==> src/rtl/cpu_pkg.sv <==
// ---------------------------------------------------------------------------
// cpu_pkg
// Shared definitions for the hardwired control unit:
//   - 5-bit opcode constants for every instruction the sequencer understands
//   - instruction-register field bit positions (op, Ra, Rb, Rc)
//   - the control FSM state enum
//   - an opcode classifier that groups opcodes by execute sequence
// No ports; imported by control_sequencer.
// ---------------------------------------------------------------------------
package cpu_pkg;

  // Opcode constants
  localparam logic [4:0] OP_ADD  = 5'b00011;
  localparam logic [4:0] OP_SUB  = 5'b00100;
  localparam logic [4:0] OP_AND  = 5'b00101;
  localparam logic [4:0] OP_OR   = 5'b00110;
  localparam logic [4:0] OP_ROR  = 5'b00111;
  localparam logic [4:0] OP_ROL  = 5'b01000;
  localparam logic [4:0] OP_SHR  = 5'b01001;
  localparam logic [4:0] OP_SHRA = 5'b01010;
  localparam logic [4:0] OP_SHL  = 5'b01011;
  localparam logic [4:0] OP_DIV  = 5'b01111;
  localparam logic [4:0] OP_MUL  = 5'b10000;
  localparam logic [4:0] OP_NEG  = 5'b10001;
  localparam logic [4:0] OP_NOT  = 5'b10010;
  localparam logic [4:0] OP_NOP  = 5'b11010;
  localparam logic [4:0] OP_HALT = 5'b11011;

  // Instruction register field positions
  localparam int OP_MSB = 31;
  localparam int OP_LSB = 27;
  localparam int RA_MSB = 26;
  localparam int RA_LSB = 23;
  localparam int RB_MSB = 22;
  localparam int RB_LSB = 19;
  localparam int RC_MSB = 18;
  localparam int RC_LSB = 15;

  // Control FSM states
  typedef enum logic [3:0] {
    ST_T0,
    ST_T1,
    ST_T2,
    ST_T3,
    ST_T4,
    ST_T5,
    ST_T6,
    ST_T4N,
    ST_HALT
  } state_t;

  // Execute-sequence families
  typedef enum logic [2:0] {
    CLS_ALU,      // three-register ALU op, LO result only
    CLS_MULDIV,   // three-register op producing HI and LO
    CLS_UNARY,    // neg / not: Ra <= op(Rb)
    CLS_NOP,
    CLS_HALT,
    CLS_ILLEGAL
  } op_class_t;

  function automatic op_class_t classify(input logic [4:0] op);
    op_class_t cls;
    case (op)
      OP_ADD, OP_SUB, OP_AND, OP_OR,
      OP_ROR, OP_ROL, OP_SHR, OP_SHRA, OP_SHL: cls = CLS_ALU;
      OP_DIV, OP_MUL:                          cls = CLS_MULDIV;
      OP_NEG, OP_NOT:                          cls = CLS_UNARY;
      OP_NOP:                                  cls = CLS_NOP;
      OP_HALT:                                 cls = CLS_HALT;
      default:                                 cls = CLS_ILLEGAL;
    endcase
    return cls;
  endfunction

endpackage

==> src/rtl/reg_select.sv <==
// ---------------------------------------------------------------------------
// reg_select
// Combinational 4-to-16 one-hot decoder for general-register enables.
// Ports:
//   sel    in  4  : register index R0..R15
//   en     in  1  : when low the output is all-zero
//   onehot out 16 : bit sel set when en is high, otherwise zero
// ---------------------------------------------------------------------------
module reg_select (
  input  logic [3:0]  sel,
  input  logic        en,
  output logic [15:0] onehot
);

  generate
    for (genvar gi = 0; gi < 16; gi++) begin : g_dec
      assign onehot[gi] = en & (sel == 4'(gi));
    end
  endgenerate

endmodule

==> src/rtl/control_sequencer.sv <==
// ---------------------------------------------------------------------------
// control_sequencer
// Hardwired control unit driving every control input of DataPath. Runs the
// three-cycle fetch (T0-T2) and the execute sequence for ALU, neg/not and
// mul/div instructions, plus nop and halt; other opcodes are flagged illegal.
//
// Parameters:
//   MEM_WAIT_MAX : T1 cycles spent waiting for mem_ready before the fetch is
//                  abandoned and illegal is pulsed
// Ports:
//   clock, clear (async, active-low)
//   IR[31:0]     : instruction register contents
//   mem_ready    : memory data valid
//   PCout, Zhighout, Zlowout, MDRout       : bus driver enables
//   MARin, MDRin, IRin, Yin, HIin, LOin,
//   ZHighIn, ZLowIn                        : register load enables
//   IncPC, Read                            : PC increment, memory read
//   opcode[4:0]  : ALU operation select
//   Rin[15:0], Rout[15:0] : one-hot register load / drive enables
//   run          : low once halted
//   illegal      : one-cycle pulse on bad opcode or memory timeout
// ---------------------------------------------------------------------------
module control_sequencer #(
  parameter int MEM_WAIT_MAX = 15
) (
  input  logic        clock,
  input  logic        clear,
  input  logic [31:0] IR,
  input  logic        mem_ready,
  output logic        PCout,
  output logic        Zhighout,
  output logic        Zlowout,
  output logic        MDRout,
  output logic        MARin,
  output logic        MDRin,
  output logic        IRin,
  output logic        Yin,
  output logic        HIin,
  output logic        LOin,
  output logic        ZHighIn,
  output logic        ZLowIn,
  output logic        IncPC,
  output logic        Read,
  output logic [4:0]  opcode,
  output logic [15:0] Rin,
  output logic [15:0] Rout,
  output logic        run,
  output logic        illegal
);

  import cpu_pkg::*;

  localparam int CNT_W = (MEM_WAIT_MAX < 1) ? 1 : $clog2(MEM_WAIT_MAX + 1);

  state_t           state_reg, state_next;
  logic [CNT_W-1:0] wait_cnt_reg, wait_cnt_next;

  logic [4:0] op;
  logic [3:0] ra, rb, rc;
  op_class_t  op_class;
  logic       mem_timeout;

  // Decoded (pre-reset-mask) control word
  logic       pcout_dec, zhighout_dec, zlowout_dec, mdrout_dec;
  logic       marin_dec, mdrin_dec, irin_dec, yin_dec;
  logic       hiin_dec, loin_dec, zhighin_dec, zlowin_dec;
  logic       incpc_dec, read_dec, run_dec, illegal_dec;
  logic [4:0] opcode_dec;
  logic       rin_en, rout_en;
  logic [3:0] rin_sel, rout_sel;

  assign op       = IR[OP_MSB:OP_LSB];
  assign ra       = IR[RA_MSB:RA_LSB];
  assign rb       = IR[RB_MSB:RB_LSB];
  assign rc       = IR[RC_MSB:RC_LSB];
  assign op_class = classify(op);

  // Immediate/unused IR bits are not consumed by the control unit.
  logic unused_ir;
  assign unused_ir = ^IR[RC_LSB-1:0];

  assign mem_timeout = (wait_cnt_reg == CNT_W'(MEM_WAIT_MAX));

  always_ff @(posedge clock or negedge clear) begin
    if (!clear) begin
      state_reg    <= ST_T0;
      wait_cnt_reg <= '0;
    end else begin
      state_reg    <= state_next;
      wait_cnt_reg <= wait_cnt_next;
    end
  end

  always_comb begin
    state_next    = state_reg;
    wait_cnt_next = '0;
    pcout_dec     = 1'b0;
    zhighout_dec  = 1'b0;
    zlowout_dec   = 1'b0;
    mdrout_dec    = 1'b0;
    marin_dec     = 1'b0;
    mdrin_dec     = 1'b0;
    irin_dec      = 1'b0;
    yin_dec       = 1'b0;
    hiin_dec      = 1'b0;
    loin_dec      = 1'b0;
    zhighin_dec   = 1'b0;
    zlowin_dec    = 1'b0;
    incpc_dec     = 1'b0;
    read_dec      = 1'b0;
    run_dec       = 1'b1;
    illegal_dec   = 1'b0;
    opcode_dec    = 5'b00000;
    rin_en        = 1'b0;
    rout_en       = 1'b0;
    rin_sel       = ra;
    rout_sel      = rb;

    case (state_reg)
      ST_T0: begin
        pcout_dec  = 1'b1;
        marin_dec  = 1'b1;
        incpc_dec  = 1'b1;
        state_next = ST_T1;
      end

      ST_T1: begin
        read_dec  = 1'b1;
        mdrin_dec = 1'b1;
        // Data arriving on the last allowed cycle still completes the fetch.
        if (mem_ready) begin
          state_next = ST_T2;
        end else if (mem_timeout) begin
          illegal_dec = 1'b1;
          state_next  = ST_T0;
        end else begin
          wait_cnt_next = wait_cnt_reg + CNT_W'(1);
        end
      end

      ST_T2: begin
        mdrout_dec = 1'b1;
        irin_dec   = 1'b1;
        state_next = ST_T3;
      end

      ST_T3: begin
        case (op_class)
          CLS_ALU, CLS_MULDIV: begin
            rout_en    = 1'b1;
            rout_sel   = rc;
            yin_dec    = 1'b1;
            state_next = ST_T4;
          end
          CLS_UNARY: begin
            rout_en    = 1'b1;
            rout_sel   = rb;
            opcode_dec = op;
            zlowin_dec = 1'b1;
            state_next = ST_T4N;
          end
          CLS_NOP: begin
            state_next = ST_T0;
          end
          CLS_HALT: begin
            state_next = ST_HALT;
          end
          default: begin
            illegal_dec = 1'b1;
            state_next  = ST_T0;
          end
        endcase
      end

      ST_T4: begin
        rout_en     = 1'b1;
        rout_sel    = rb;
        opcode_dec  = op;
        zlowin_dec  = 1'b1;
        zhighin_dec = (op_class == CLS_MULDIV);
        state_next  = ST_T5;
      end

      ST_T5: begin
        zlowout_dec = 1'b1;
        if (op_class == CLS_MULDIV) begin
          loin_dec   = 1'b1;
          state_next = ST_T6;
        end else begin
          rin_en     = 1'b1;
          rin_sel    = ra;
          state_next = ST_T0;
        end
      end

      ST_T6: begin
        zhighout_dec = 1'b1;
        hiin_dec     = 1'b1;
        state_next   = ST_T0;
      end

      ST_T4N: begin
        zlowout_dec = 1'b1;
        rin_en      = 1'b1;
        rin_sel     = ra;
        state_next  = ST_T0;
      end

      ST_HALT: begin
        run_dec    = 1'b0;
        state_next = ST_HALT;
      end

      default: begin
        state_next = ST_T0;
      end
    endcase
  end

  // The state register already sits at T0 during reset, so the decoded T0
  // enables are masked by clear to keep every output quiet until release.
  assign PCout    = pcout_dec    & clear;
  assign Zhighout = zhighout_dec & clear;
  assign Zlowout  = zlowout_dec  & clear;
  assign MDRout   = mdrout_dec   & clear;
  assign MARin    = marin_dec    & clear;
  assign MDRin    = mdrin_dec    & clear;
  assign IRin     = irin_dec     & clear;
  assign Yin      = yin_dec      & clear;
  assign HIin     = hiin_dec     & clear;
  assign LOin     = loin_dec     & clear;
  assign ZHighIn  = zhighin_dec  & clear;
  assign ZLowIn   = zlowin_dec   & clear;
  assign IncPC    = incpc_dec    & clear;
  assign Read     = read_dec     & clear;
  assign illegal  = illegal_dec  & clear;
  assign opcode   = clear ? opcode_dec : 5'b00000;
  assign run      = run_dec | ~clear;

  reg_select u_rin_sel (
    .sel    (rin_sel),
    .en     (rin_en & clear),
    .onehot (Rin)
  );

  reg_select u_rout_sel (
    .sel    (rout_sel),
    .en     (rout_en & clear),
    .onehot (Rout)
  );

endmodule

==> config.mk <==
export PLATFORM = sky130hd
export DESIGN_NAME = control_sequencer
export DESIGN_NICKNAME = d
export VERILOG_FILES = /design/src/rtl/cpu_pkg.sv /design/src/rtl/reg_select.sv /design/src/rtl/control_sequencer.sv
export SDC_FILE = /design/constraint.sdc
export NUM_CORES = 1
export LEC_CHECK = 0
export ABC_CLOCK_PERIOD_IN_PS = 4550
export CAP_MARGIN = 20
export CORE_ASPECT_RATIO = 0.5
export CORE_UTILIZATION = 25
export CTS_CLUSTER_SIZE = 20
export DETAILED_ROUTE_END_ITERATION = 16
export PLACE_DENSITY = 0.74
export REMOVE_ABC_BUFFERS = 1
export SLEW_MARGIN = 0
export SYNTH_ARGS = -nofsm -noshare
export SYNTH_HDL_FRONTEND = slang
export SYNTH_HIERARCHICAL = 1
export SYNTH_SLANG_ARGS = --single-unit
==> constraint.sdc <==
create_clock -name clock -period 4.55 [get_ports clock]
set_clock_uncertainty 0.05 [all_clocks]
set_input_delay 1.1375 -clock clock [delete_from_list [all_inputs] [get_ports clock]]
set_output_delay 1.1375 -clock clock [all_outputs]
set_load 0.01 [all_outputs]
======== Yosys cells after proc, flatten, opt, wreduce, memory -nomap -nowiden ========
Memories as Yosys holds them, arrays and structs flattened.
Cells that the tools add are included.
storage, ports and cells
  logic and storage cells ................. 136
  output and inout bits ................... 53
  memory bits (writable) .................. 0
  latch bits .............................. 0
  register bits after elaboration ......... 8
  bits of input ports ..................... 35
  ROM bits ................................ 96
  memories kept ........................... 1
memories
  memory           depth  bits a word  rd ports  clocked after memory_dff  wr ports  line           source
  (no name shown)  32     3            1         0                         0         cpu_pkg.sv:64  case (op)
operators by class
  equal/unequal tests ..................... 44
  bitwise logic cells ..................... 46
  add/sub/neg operators ................... 1
  multiply operators ...................... 0
  reductions and logical operators ........ 8
  $lt $le $gt $ge ......................... 0
  mux-type cells .......................... 34
  shift-type cells ........................ 0
  div/mod/pow operators ................... 0
operators with widths
  kind                   number
  $eq A4 B4 Y1 const B   18
  $eq A4 B3 Y1 const B   12
  $and A1 B1 Y1          44
  $mux W4                7
  $pmux W4 S7            1
  $eq A4 B2 Y1 const B   6
  $mux W1                17
  $eq A4 B1 Y1 const B   3
  $logic_not A4 Y1       3
  $pmux W4 S3            1
  $mux W5                2
  $pmux W5 S2            1
  $pmux W1 S2            4
  $eq A3 B2 Y1 const B   2
  $reduce_or A5 Y1       1
  $add A4 B1 Y4 const B  1
  $reduce_or A2 Y1       2
  $eq A3 B1 Y1 const B   1
  $eq A3 B3 Y1 const B   1
  $logic_not A3 Y1       1
  $mux W3                1
  $ne A3 B3 Y1 const B   1
  $reduce_or A3 Y1       1
  $not A1 Y1             1
  $or A1 B1 Y1           1

======== Logic depth before layout (Yosys ltp) ========
An unclocked memory read counts as a cell.
  depth in word-level cells ............... 7
  mapped depth ............................ 8
  gate-level depth less buffers ........... 8

======== Hierarchy ========
Netlist, hierarchy kept.
modules (own cells, without submodules)
  module             instances  cells an instance  area each (um2)  sequential area each (um2)
  control_sequencer  1          103                813.3            200.2
  reg_select         2          23                 117.6            0.0

======== Worst setup path after synthesis ========
No wires, ideal clock.
  path kind ............................... input -> output
  from .................................... input IR[27]
  to ...................................... output Rout[1]
  arrival ................................. 3.164 ns
  path buffers ............................ 1
  cell stages on the path ................. 7
  required time ........................... 3.363 ns
  path slack .............................. 0.198 ns
  path through ............................ ha_1 -> buf_6 -> or3_4 -> a2111o_1 -> a31oi_1 -> or3b_4 -> nor2_1
between the ends
  cells in the longest elaborated chain, start to end .. 7
  elaborated cells on any way between the ends .. 13
  those cells by class .................... eq/ne (3); mux (4); bitwise (2); reduce/logical (3); memory (1)
ends and longest elaborated chain
  what                                                                          line                                        source
  start, declared                                                               control_sequencer.sv:28                     input logic [31:0] IR,
  $mem_v2 Z32 W3 (*)                                                            -
  $eq A3 B1 Y1 (tied with other cells)                                          control_sequencer.sv:148                    case (op_class)
  $reduce_or A3 Y1 (no source line) / $reduce_or A2 Y1 (equally long branches)  -
  $mux W1 / $mux W4 (equally long branches)                                     control_sequencer.sv:148
  $pmux W1 S2 / $mux W4 (equally long branches)                                 control_sequencer.sv:119                    case (state_reg)
  $and A1 B1 Y1 / $eq A4 B1 Y1 (equally long branches)                          control_sequencer.sv:248, reg_select.sv:17
  $and A1 B1 Y1 (*)                                                             reg_select.sv:17                            assign onehot[gi] = en & (sel == 4'(gi));
  end, declared                                                                 control_sequencer.sv:46                     output logic [15:0] Rout,
Mark *: on every way between the ends. The rest lies on a longest branch, timed or not.

======== Worst setup path after layout ========
  from .................................... input IR[27]
  to ...................................... output Rout[0]
between the ends
  cells in the longest elaborated chain, start to end .. 7
  elaborated cells on any way between the ends .. 13
  those cells by class .................... eq/ne (2); mux (4); bitwise (2); reduce/logical (4); memory (1)
ends and longest elaborated chain
  what                                                                          line
  $mem_v2 Z32 W3 (*)                                                            -
  $eq A3 B1 Y1 (tied with other cells)                                          control_sequencer.sv:148
  $reduce_or A3 Y1 (no source line) / $reduce_or A2 Y1 (equally long branches)  -
  $mux W1 / $mux W4 (equally long branches)                                     control_sequencer.sv:148
  $pmux W1 S2 / $mux W4 (equally long branches)                                 control_sequencer.sv:119
  $and A1 B1 Y1 / $logic_not A4 Y1 (equally long branches)                      control_sequencer.sv:248, reg_select.sv:17
  $and A1 B1 Y1 (*)                                                             reg_select.sv:17
Marked as above.

==> qor.yml <==
run_status:
  status: "complete, no violations"
sta:
  max_freq_mhz: 225
  hold_viol_final: 0
  fin_crit_ns: 4.45
  setup_tns_ns: 0
  rsz0062_at_grt: "no"
  setup_viol: 0
  slew_viol_final: 0
  tightest_slew_ns: 0.398
  relSlewSlack_pct: 73.3
  period_share_pct: 97.8
global_route:
  use_met2_pct: 31.6
  grt_pass1_wl_mm: 5.58
  top_usage_layer: "met2"
  grt_overflow: 0
  grtUsageMet1_pct: 19.6
  antenna_found_initial: 0
  grt_pass1_vias: 1191
  grt_max_degree: 11
  grt_usage_pct: 15.8
  met3_usage_pct: 1.90
cts:
  path_clk_slew_ns: 0.04
  cts_buffers: 3
  root_buffer: "clkbuf_8"
  cts_tree: "built"
  clk_path_buf_depth: 2
  cts.htree.levels: 1
  clk_latency_ns: 0.23
  clock_sinks: 8
power_and_ir_drop:
  leakage_uw: 0.000997
  cellPowerDensity_nw_per_um2: 224
  peakVddDrop_mv: 0.0780
layout:
  diodes: 0
  drive_above_1_share_pct: 28.1
  area_growth_pct: 98.3
  register_area_sq_um: 200
  fillers: 368
  finalCoreUtilization_pct: 52.5
  layout.nets: 282
  multi_input_area_sq_um: 852
floorplanning:
  die_width_um: 93.6
  die_area_sq_um: 4470
  start_util_pct: 26.5
  rows: 16
  ioPinCount: 88
  coreArea_sq_um: 3960
  dieHeight_um: 47.8
place:
  gp_congestion: 0.784
  io_buffers: 72
  hpwlAfterDp_mm: 3.02
synth:
  ys.flop_type: "dfrtp_1"
  syn_area_sq_um: 1050
  synth_top_area_share_pct: 19.1
  synth_cell_type_count: 43
  synth_edf_count: 0
  async_flop_share_pct: 100
  yosysTopAreaCell: "dfrtp_1"
  yosys_warnings: 6
  syn_inst: 149
  ys_ff_latch: 8
  synthTopCellsByArea: "dfrtp_1, nor2_1, nand2b_1"
  ys_seq_area_share_pct: 19.1
  postSynthAreaPerCell_sq_um: 7.04
setup_path:
  startpoint: "IR[27]"
  crit_required_ns: 3.36
  r2r-start: "state_reg[3]$_DFFE_PN0P_"
  path_max_fanout: 4
  cp-start-kind: "input port"
  criticalPathCategory: "input port to output port"
  cp.arrival_ns: 3.26
  end_kind: "output port"
routing:
  drc: 0
  routed_wl_mm: 3.75
  drtIter0Drc: 51
  vias_per_cell: 4.80
  dr_total_vias: 1421
  wl_per_cell_um: 12.7
  antenna_left: 0
  drtPass1Iterations: 4
min_path:
  hold_class: "flip-flop to flip-flop"
  hp-start: "wait_cnt_reg[0]$_DFF_PN0_"
run:
  maxCapViolations: 0
==> final timing paths <==
check	to	slack, ns	cells past startpoint
max	Rout[0]	0.1	9
max in group asynchronous	wait_cnt_reg[1]$_DFF_PN0_	3.05	2
min	wait_cnt_reg[0]$_DFF_PN0_	0.41	1
max reg2reg	state_reg[2]$_DFFE_PN0P_	2.93	4
min in group asynchronous	state_reg[3]$_DFFE_PN0P_	1.25	2
min reg2reg	wait_cnt_reg[0]$_DFF_PN0_	0.41	1
==> report_power, final <==
group / total [uW] / switching [uW] / internal, uW / leakage [uW]
Combinational: 267 / 129 / 137 / 0.000869
Sequential: 113 / 25.5 / 87.5 / 0.000107
Clock: 86.8 / 29.4 / 57.4 / 0.0000216
==> routing by layer <==
| layer | wire, um | vias to the layer above | part of all wire [%] |
|---|---|---|---|
| met2 | 1990 | 24 | 53 |
| met5 | 0 | - | 0 |
| met4 | 9 | 0 | 0.24 |
| met3 | 96 | 2 | 2.6 |
| li1 | - | 703 | - |
| met1 | 1650 | 692 | 44 |
==> cell usage in the layout (no fill, tap or decap), types with 3 or more instances in the layout <==
master,n
nand3_1,6
nand3b_1,5
and2_1,5
buf_4,24
nand2_1,6
nor2_1,33
dlymetal6s2s_1,4
buf_6,5
nor3_2,5
dlygate4sd2_1,22
clkbuf_8,3
clkdlybuf4s15_2,4
a21oi_1,5
buf_2,9
clkdlybuf4s50_1,30
dfrtp_1,8
nand2b_1,8
inv_1,6
nor3_1,8
==> stage by stage <==
| stage | power (uW) | hold WS, ns | cells | setup slack, ns | area, sq um |
|---|---|---|---|---|---|
| 3_3_place_gp | 348 | 0.398 | 287 | -0.846 | 1930 |
| 5_1_grt | 498 | 0.434 | 296 | 0.000202 | 2080 |
| 2_1_floorplan | 228 | 0.381 | 139 | 0.227 | 976 |
| 4_1_cts | 464 | 0.413 | 296 | -0.0324 | 2030 |
| 3_5_place_dp | 354 | 0.408 | 287 | -0.918 | 1930 |
| 6_report | 467 | 0.412 | 296 | 0.0981 | 2080 |
==> layout make-up <==
cell class                      instances  share of cell area [%]
Clock buffer                            3                    1.99
Inverter                                7                    1.38
Multi-Input combinational cell        124                    41.0
Sequential cell                         8                    9.63
Tap cell                               54                    3.25
Timing Repair Buffer                  100                    42.8
==> repair_timing <==
| action | 4_1_cts | 5_1_grt |
|---|---|---|
| endpoints found under the setup margin | 40 | 21 |
| hold buffers | 0 | 0 |
| resized for setup | 93 | 18 |
| pin swaps | 9 | 7 |
| buffers inserted | 6 | 0 |
==> cell usage after synthesis (all sizes together) (2+ instances only) <==
master,instances
or3b,2
nand2,7
o21ai,3
nand3b,5
and2,5
buf,8
nor2,34
ha,3
a31oi,2
or2,3
dfrtp,8
nand3,6
inv,7
nand4b,2
clkbuf,2
nand2b,10
a21oi,7
mux2,4
nor3,13
==> critical path, cell delays in order <==
cell and delay (ns):
buf_6 0.09, inv_4 0.03, ha_4 0.23, or3_4 0.33
a2111o_1 0.43, a31oi_4 0.22, or3b_4 0.43, nor3_2 0.19
buf_2 0.16
==> logic make-up after synthesis <==
| logic type | count (synthesis) | share of synthesized area [%] |
|---|---|---|
| and+or+nand+nor | 94 | 48.1 |
| AOI/OAI and AO/OA | 21 | 13.8 |
| buffers and inverters | 17 | 9.43 |
| DFF | 8 | 19.1 |
| muxes | 4 | 4.30 |
| adders and majority gates | 3 | 3.58 |
| xor gates and xnor gates | 2 | 1.67 |
Power figures use the tool's default switching activity.
